[config.mk]
export PLATFORM = sky130hd
export DESIGN_NAME = lcd_ejecutor
export DESIGN_NICKNAME = d
export VERILOG_FILES = /design/src/rtl/lcd_ejecutor.sv
export SDC_FILE = /design/constraint.sdc
export NUM_CORES = 1
export LEC_CHECK = 0
export ABC_AREA = 1
export BUFFER_PORTS_ARGS = -buffer_cell sky130_fd_sc_hd__buf_2
export CORE_UTILIZATION = 56
export CTS_BUF_LIST = sky130_fd_sc_hd__clkbuf_4 sky130_fd_sc_hd__clkbuf_8
export DETAILED_ROUTE_END_ITERATION = 10
export PLACE_DENSITY = 0.89
export SYNTH_ARGS = -nofsm -noshare
export SYNTH_HDL_FRONTEND = slang
export SYNTH_SLANG_ARGS = --single-unit
export TNS_END_PERCENT = 5
[constraint.sdc]
create_clock -name Clk -period 1.75 [get_ports Clk]
set_clock_uncertainty 0.2 [all_clocks]
set_input_delay 0.175 -clock Clk [delete_from_list [all_inputs] [get_ports Clk]]
set_output_delay 0.175 -clock Clk [all_outputs]
set_load 0.02 [all_outputs]
[src/rtl/lcd_ejecutor.sv]
// Responder side of the LCD control handshake: decodes the controller state bits,
// runs power-up wait, init ROM, character writes with line wrap, and drives an 8-bit HD44780 bus.
module lcd_ejecutor #(
    parameter int unsigned POWERUP_CYC = 750000,
    parameter int unsigned SETUP_CYC   = 2,
    parameter int unsigned PULSE_CYC   = 12,
    parameter int unsigned HOLD_CYC    = 2,
    parameter int unsigned EXEC_CYC    = 2500,
    parameter int unsigned CLEAR_CYC   = 82000
) (
    input  logic       Clk,
    input  logic       Reset,
    input  logic       Comenzar,
    input  logic       Mostrar,
    input  logic       Ejecutar,
    input  logic [7:0] Char,
    output logic       Init,
    output logic       InitEscrito,
    output logic       DoneInit,
    output logic       CharEscrito,
    output logic       WrittenLCD,
    output logic       LCD_RS,
    output logic       LCD_RW,
    output logic       LCD_E,
    output logic [7:0] LCD_DB,
    output logic [4:0] Cursor
);

    typedef enum logic [2:0] {
        ST_IDLE,
        ST_SETUP,
        ST_PULSE,
        ST_HOLD,
        ST_EXEC
    } eng_t;

    localparam logic [2:0] ENC_POWERUP  = 3'b100;
    localparam logic [2:0] ENC_WRITE    = 3'b001;
    localparam logic [2:0] ENC_INITCHK  = 3'b101;
    localparam logic [2:0] ENC_MAINIDLE = 3'b010;

    localparam logic [19:0] PWR_LIM = 20'(POWERUP_CYC - 1);
    localparam logic [19:0] SET_LIM = 20'(SETUP_CYC - 1);
    localparam logic [19:0] PUL_LIM = 20'(PULSE_CYC - 1);
    localparam logic [19:0] HLD_LIM = 20'(HOLD_CYC - 1);
    localparam logic [19:0] EXE_LIM = 20'(EXEC_CYC - 1);
    localparam logic [19:0] CLR_LIM = 20'(CLEAR_CYC - 1);

    function automatic logic [7:0] init_rom(input logic [1:0] i);
        case (i)
            2'd0:    return 8'h38;
            2'd1:    return 8'h0C;
            2'd2:    return 8'h01;
            default: return 8'h06;
        endcase
    endfunction

    eng_t        state, state_nxt;
    logic [19:0] cnt, cnt_nxt;
    logic [19:0] pwr_cnt;
    logic [19:0] exec_lim;
    logic [2:0]  enc;
    logic [1:0]  idx;
    logic        armed;
    logic        wrap_pend;
    logic        start;
    logic        hold_done;
    logic        exec_done;
    logic        wrap_go;

    assign enc    = {Comenzar, Mostrar, Ejecutar};
    assign LCD_RW = 1'b0;

    always_comb begin
        state_nxt = state;
        cnt_nxt   = cnt;
        start     = 1'b0;
        hold_done = 1'b0;
        exec_done = 1'b0;
        wrap_go   = 1'b0;
        exec_lim  = (LCD_DB == 8'h01) ? CLR_LIM : EXE_LIM;
        case (state)
            ST_IDLE: begin
                if (enc == ENC_WRITE && armed) begin
                    start     = 1'b1;
                    state_nxt = ST_SETUP;
                    cnt_nxt   = '0;
                end
            end
            ST_SETUP: begin
                if (cnt == SET_LIM) begin
                    state_nxt = ST_PULSE;
                    cnt_nxt   = '0;
                end else begin
                    cnt_nxt = cnt + 20'd1;
                end
            end
            ST_PULSE: begin
                if (cnt == PUL_LIM) begin
                    state_nxt = ST_HOLD;
                    cnt_nxt   = '0;
                end else begin
                    cnt_nxt = cnt + 20'd1;
                end
            end
            ST_HOLD: begin
                if (cnt == HLD_LIM) begin
                    hold_done = 1'b1;
                    state_nxt = ST_EXEC;
                    cnt_nxt   = '0;
                end else begin
                    cnt_nxt = cnt + 20'd1;
                end
            end
            ST_EXEC: begin
                if (cnt == exec_lim) begin
                    exec_done = 1'b1;
                    cnt_nxt   = '0;
                    // A data byte landing in the last column of a line chains a cursor command
                    wrap_go   = DoneInit && !wrap_pend &&
                                (Cursor == 5'd15 || Cursor == 5'd31);
                    state_nxt = wrap_go ? ST_SETUP : ST_IDLE;
                end else begin
                    cnt_nxt = cnt + 20'd1;
                end
            end
            default: begin
                state_nxt = ST_IDLE;
                cnt_nxt   = '0;
            end
        endcase
    end

    always_ff @(posedge Clk) begin
        if (Reset) begin
            state       <= ST_IDLE;
            cnt         <= '0;
            pwr_cnt     <= '0;
            idx         <= '0;
            armed       <= 1'b1;
            wrap_pend   <= 1'b0;
            Init        <= 1'b0;
            InitEscrito <= 1'b0;
            DoneInit    <= 1'b0;
            CharEscrito <= 1'b0;
            WrittenLCD  <= 1'b0;
            LCD_RS      <= 1'b0;
            LCD_E       <= 1'b0;
            LCD_DB      <= '0;
            Cursor      <= '0;
        end else begin
            state <= state_nxt;
            cnt   <= cnt_nxt;
            LCD_E <= (state_nxt == ST_PULSE);

            if (enc == ENC_POWERUP && !Init) begin
                if (pwr_cnt == PWR_LIM) begin
                    Init <= 1'b1;
                end else begin
                    pwr_cnt <= pwr_cnt + 20'd1;
                end
            end

            // Re-arming only from 101/010 blocks the controller's trailing 001 from re-writing
            if (start) begin
                armed <= 1'b0;
            end else if (enc == ENC_INITCHK || enc == ENC_MAINIDLE) begin
                armed <= 1'b1;
            end

            if (start) begin
                InitEscrito <= 1'b0;
                CharEscrito <= 1'b0;
                WrittenLCD  <= 1'b0;
                if (!DoneInit) begin
                    LCD_RS <= 1'b0;
                    LCD_DB <= init_rom(idx);
                end else begin
                    LCD_RS <= 1'b1;
                    LCD_DB <= Char;
                end
            end

            if (hold_done) begin
                if (DoneInit) begin
                    CharEscrito <= 1'b1;
                end else begin
                    InitEscrito <= 1'b1;
                end
            end

            if (exec_done) begin
                if (!DoneInit) begin
                    idx <= idx + 2'd1;
                    if (idx == 2'd3) begin
                        DoneInit <= 1'b1;
                    end
                end else if (wrap_pend) begin
                    wrap_pend  <= 1'b0;
                    WrittenLCD <= 1'b1;
                end else begin
                    Cursor <= Cursor + 5'd1;
                    if (wrap_go) begin
                        wrap_pend <= 1'b1;
                        LCD_RS    <= 1'b0;
                        LCD_DB    <= (Cursor == 5'd15) ? 8'hC0 : 8'h80;
                    end else begin
                        WrittenLCD <= 1'b1;
                    end
                end
            end
        end
    end

endmodule

==> flow_summary.ini, run 1 <==
[synth]
yosys_warnings = 0
syn_nets = 657
syn_inst = 633
avgSynthCellArea_sq_um = 6.54
synth-seq-cells = 67
synth_top_area_cell = dfxtp_1
seq_area_frac_synth_pct = 32.4
synth_top_area_share_pct = 32.4
synth.top_cells.by_area = dfxtp_1 (32%), nand2_1 (16%), inv_1 (7.0%)
ys_types = 41
synthesis.area_sq_um = 4140

[final_layout]
area_growth_pct = 31.9
final_cells = 846
postLayoutCoreUtil_pct = 78.3
layout_common_cells = nand2_1 (171), buf_4 (77), inv_1 (73)
nets = 770
diodes = 0
final_common_cell = nand2_1
layout-drive-gt1-share_pct = 30.3
fillCellCount = 446

[power]
peakVddDrop_mv = 0.572
cellPowerDensity_nw_per_um2 = 595
power_frac_comb_pct = 8.9
intPower_uw = 2420
seqPwrFrac_pct = 47.6
switching_share_pct = 25.6
total_power_uw = 3250
p_sw_uw = 834
leakagePower_uw = 0.00246
clkPwrFrac_pct = 43.5

[drt]
detail-route-antenna-nets = 0
viasPerCell = 5.82
firstDrtPassIters = 7
drc = 0
initialDrtViolationCount = 686
wire_per_inst_um = 16.2
via_count = 4923
finalWirelength_mm = 13.7

[placement]
dp.cells = 817
dp_worst_setup_slack_ns = -0.157
hpwl_mm = 8.30
gp_congestion = 0.957
numPortBuffers = 32

[sta]
post-route-min-period_ns = 1.94
setup_violations = 44
rsz0062_at_grt = true
layout_setup_ws_ns = -0.195
worst_pin_slew_ns = 0.547
period_share_pct = 111
hold_viol = 0
slew-limit-headroom_pct = 63.5
holdWs_ns = 0.0499
slew_violations = 0
max_freq_ghz = 0.514

[clock_network]
cts_root_buf = clkbuf_8
cts_tree = yes
numCtsBuffers = 9
cts_htree_levels = 3
clk_path_buf_depth = 2
cts.sinks = 67
clk_latency_ns = 0.36
cts.clk_slew.worst_paths_ns = 0.08

[floorplanning]
fp.dieH_um = 88.0
core-area_sq_um = 6980
io_pins = 34
dieArea_sq_um = 7750
rows = 30
die_w_um = 88.0
start_util_pct = 59.3

[worst_setup_path]
start_kind = flip-flop
endpoint_kind = flip-flop
endpoint = LCD_DB[6]$_SDFF_PP0_
critPathKind = flip-flop to flip-flop
rr_worst_depth = 10
crit_fanout = 5
crit_arrival_ns = 2.01
reg2reg_to = LCD_DB[6]$_SDFF_PP0_
rrSetupSlack_ns = -0.19
startpoint = cnt[8]$_SDFFE_PP0P_
critical_path_required_ns = 1.81
reg2reg_from = cnt[8]$_SDFFE_PP0P_

[global_routing]
antenna_found_initial = 0
grt_use_met3_pct = 9.43
overflow = 0
grt_pass1_wl_mm = 20.3
grt_max_degree = 47
track_usage_pct = 34.1
grt-busiest-layer = met2
grt_pass1_vias = 4469
grtUsageMet1_pct = 40.5
use_met2_pct = 57.6

[worst_hold_path]
hold_depth = 5
hp-class = input port to flip-flop

[status]
status = finished, violations left
violations = negative setup slack

[job]
maxCapViolations = 0
-- kinds of logic after synthesis --
group                      count (synthesis)  synth area share (%)
and+or+nand+nor                          356                  39.3
adders and majority gates                 11                  3.32
DFF                                       67                  32.4
AOI/OAI and AO/OA                         71                  9.36
xor gates and xnor gates                  25                  5.29
buffers and inverters                    102                  10.3
other                                      1                0.0905
-- stage by stage --
stage / area [sq um] / TNS, ns
2_1_floorplan: 4190 / -0.0100
3_3_place_gp: 4930 / -0.922
3_5_place_dp: 4930 / -3.12
4_1_cts: 5270 / -1.34
5_1_grt: 5460 / -8.87
6_report: 5460 / -4.88
-- cell usage after synthesis --
cell type,instances
inv_1,77
o221ai_1,2
nor2_4,5
nor2_2,5
nand2_2,10
and3_1,1
nor4_4,1
nand3_1,44
clkbuf_2,1
clkinv_1,1
nand2_1,178
clkbuf_1,6
buf_2,5
o21ai_0,5
a211oi_1,1
o21ai_1,2
nor3b_1,1
clkinv_2,1
inv_2,6
nand3b_1,1
ha_1,11
buf_4,1
nor4_2,2
nor3_1,16
dfxtp_1,67
nor3_2,1
nand3b_2,1
buf_6,4
nor3_4,2
nand4_1,17
o22ai_1,3
xor2_1,21
o21a_1,1
conb_1,1
or2_0,1
xnor2_1,4
nand3_2,2
nor2_1,68
a31oi_1,1
o21ai_2,4
a21oi_1,52
-- sequential cells by signal, indices dropped and copies added, names as in the netlist --
name / count
cnt: 20
pwr_cnt: 20
LCD_DB: 8
Cursor: 5
state: 3
idx: 2
CharEscrito: 1
DoneInit: 1
Init: 1
InitEscrito: 1
LCD_E: 1
LCD_RS: 1
WrittenLCD: 1
armed: 1
wrap_pend: 1
-- worst min path at each step --
stage | from | end | slack (ns)
6_report | Char[5] | LCD_DB[5]$_SDFF_PP0_ | 0.05
5_1_grt | Char[5] | LCD_DB[5]$_SDFF_PP0_ | 0.05
4_1_cts | Mostrar | armed$_SDFFE_PP1P_ | 0.002
3_5_place_dp | Char[3] | LCD_DB[3]$_SDFF_PP0_ | 0.24
3_3_place_gp | Char[3] | LCD_DB[3]$_SDFF_PP0_ | 0.23
2_1_floorplan | Char[3] | LCD_DB[3]$_SDFF_PP0_ | 0.12
-- power groups by stage --
stage,Sequential [uW],Combinational [uW],Clock [uW]
after floorplan,1590,139,0
after global placement,1580,234,0
after detailed placement,1580,243,0
after CTS,1550,261,1390
after global routing,1550,304,1460
final,1550,289,1420
-- what timing repair did --
action,in CTS,in global routing
hold buffers,8,0
buffers inserted,1,5
setup endpoints to repair,37,63
endpoints found under the hold margin,8,0
resized for setup,12,53
pin swaps,7,18
-- final cells by class --
class | count | area, sq um | area share (%)
clock buffer | 13 | 173 | 3.16
clock inverter | 2 | 35.0 | 0.641
inverter | 85 | 320 | 5.86
multi-input combinational | 464 | 2580 | 47.3
sequential | 67 | 1370 | 25.1
tap | 96 | 120 | 2.20
timing repair buffer | 119 | 858 | 15.7
-- critical path, stage by stage, from the launching register on --
cell and delay, ns:
dfxtp_2 0.37, nor2_2 0.17, buf_4 0.14, nand3_1 0.11
nor2_2 0.18, nand2_1 0.08, nand2_1 0.10, nand4_1 0.11
buf_4 0.17, o21ai_1 0.14, nor2_1 0.07
-- per-layer routing --
metal  wire, um  share of wire [%]
met5          0                  0
met4        597                4.4
met3       1290                9.4
met2       6640                 48
met1       5190                 38
No activity file was read; power rests on OpenSTA's default activity.
==> inputs of run 2 (changes only) <==
- SKIP_LAST_GASP: not set -> 1
==> run 2 against run 1 <==
The run still ends with negative setup slack left. Clock power about the same. Final area down 3.2%. Core utilization down 2.5 points. Sequential power about the same. Routed wire length down 11%. Combinational power down 5%. Setup slack better by 0.043 ns. Global-route usage down 1.5 points.
==> flow_summary.ini, run 2 (synthesis results as in run 1) <==
[worst_setup_path]
critical_path_required_ns = 1.79
crit_cells = 9
critPathKind = flip-flop to flip-flop
critPathMaxStageDelay_ns = 0.36
path_buf_inv = 1
crit_arrival_ns = 1.94
crit_fanout = 7
slowest_stage = dfxtp_4
rr_worst_depth = 9
endpoint_kind = flip-flop
rrSetupSlack_ns = -0.15
startpoint = Cursor[1]$_SDFFE_PP0P_
reg2reg_to = LCD_DB[3]$_SDFF_PP0_
worst_path_dominant_cell_family = simple AND/OR/NAND/NOR gates
cp_cell_sequence = ha_4 > nand2_4 > nor2_4 > ha_2 > inv_2 > a21oi_2 > nand4_1 > nand2_2 > a21oi_1
endpoint = LCD_DB[3]$_SDFF_PP0_
reg2reg_from = Cursor[1]$_SDFFE_PP0P_
start_kind = flip-flop

[worst_hold_path]
hold_depth = 5
hp-class = input port to flip-flop

[clock_network]
cts.sinks = 67
numCtsBuffers = 9
cts_htree_levels = 3
clk_latency_ns = 0.35
cts_root_buf = clkbuf_8
cts.clk_slew.worst_paths_ns = 0.07
cts_tree = yes
clk_path_buf_depth = 2

[status]
status = finished, violations left
violations = negative setup slack

[power]
clkPwrFrac_pct = 43.2
leakagePower_uw = 0.00241
power_frac_comb_pct = 8.5
cellPowerDensity_nw_per_um2 = 606
seqPwrFrac_pct = 48.2
peakVddDrop_mv = 0.651
p_sw_uw = 790
switching_share_pct = 24.6
intPower_uw = 2420

[final_layout]
layout-drive-gt1-share_pct = 24.5
diodes = 0
final_common_cell = nand2_1
layout_common_cells = nand2_1 (173), inv_1 (76), buf_4 (75)
area_growth_pct = 27.7
seqCellArea_sq_um = 1350
nets = 768
fin_area_sq_um = 5290
multi_input_area_sq_um = 2450
largestRegisters = cnt: 20 flops, pwr_cnt: 20 flops, LCD_DB: 8 flops
fillCellCount = 491

[drt]
initialDrtViolationCount = 332
viasPerCell = 5.49
wire_per_inst_um = 14.5
detail-route-antenna-nets = 0
drc = 0
via_count = 4636
firstDrtPassIters = 5
finalWirelength_mm = 12.2

[sta]
slew-limit-headroom_pct = 63.0
layout_setup_ws_ns = -0.152
tns_ns = -3.18
hold_viol = 0
setup_violations = 37
post-route-min-period_ns = 1.90
period_share_pct = 109
rsz0062_at_grt = true
slew_violations = 0
worst_pin_slew_ns = 0.555
max_freq_ghz = 0.526

[placement]
numPortBuffers = 32
gp_congestion = 0.957
place_area_sq_um = 4930
hpwl_mm = 8.30
dp_worst_setup_slack_ns = -0.157

[global_routing]
grt_pass1_wl_mm = 19.4
overflow = 0
grt_max_degree = 47
grt_pass1_vias = 4316
antenna_found_initial = 0
track_usage_pct = 32.5

[floorplanning]
core-area_sq_um = 6980
start_util_pct = 59.3
fp.dieH_um = 88.0
rows = 30
dieArea_sq_um = 7750
io_pins = 34
die_w_um = 88.0

[job]
maxCapViolations = 0
==> run 2: stage by stage <==
stage                     cells  util (%)  power, uW  hold slack (ns)
after floorplan             633         -       1730            0.118
after global placement      817      70.6       1810            0.228
after detailed placement    817      70.6       1820            0.237
after CTS                   841      75.1       3190          0.00200
after global routing        844      75.8       3300           0.0457
final                       844      75.8       3210           0.0277
==> run 2: per-layer routing <==
metal	track usage (%)	routed length [um]	part of all wire (%)
met5	0	0	0
met4	13.0	375	3.1
met3	7.35	1010	8.3
met2	55.9	5860	48
met1	39.4	5010	41
==> run 2: worst min-delay path by stage <==
stage	from	end	slack, ns
floorplan	Char[3]	LCD_DB[3]$_SDFF_PP0_	0.12
global placement	Char[3]	LCD_DB[3]$_SDFF_PP0_	0.23
detailed placement	Char[3]	LCD_DB[3]$_SDFF_PP0_	0.24
CTS	Mostrar	armed$_SDFFE_PP1P_	0.002
global route	Mostrar	armed$_SDFFE_PP1P_	0.05
finish	Mostrar	armed$_SDFFE_PP1P_	0.03
==> run 2: power by group through the flow <==
stage	Sequential (uW)	Clock, uW	Combinational, uW
after floorplan	1590	0	139
after global placement	1580	0	234
after detailed placement	1580	0	243
after CTS	1550	1390	259
after global routing	1550	1460	292
final	1550	1390	274
==> run 2: tightest hold or removal path: cells and delay by family <==
kind	cells	cell delay [ns]
buffers and inverters	1	0.12
AO/OA/AOI/OAI	1	0.04
AND/OR/NAND/NOR	3	0.22
==> run 2: repair_timing <==
action / in CTS / in global routing
hold buffers: 8 / 0
endpoints found under the hold margin: 8 / 0
pin swaps: 4 / 4
buffers inserted: 1 / 3
endpoints found under the setup margin: 37 / 63
gates resized for setup: 4 / 9
==> run 2: area by class of cell <==
cell class	count	share of cell area (%)
Multi-Input combinational cell	464	46.3
Sequential cell	67	25.5
Timing Repair Buffer	117	15.9
Inverter	85	6.05
Clock buffer	13	3.26
Tap cell	96	2.27
Clock inverter	2	0.662
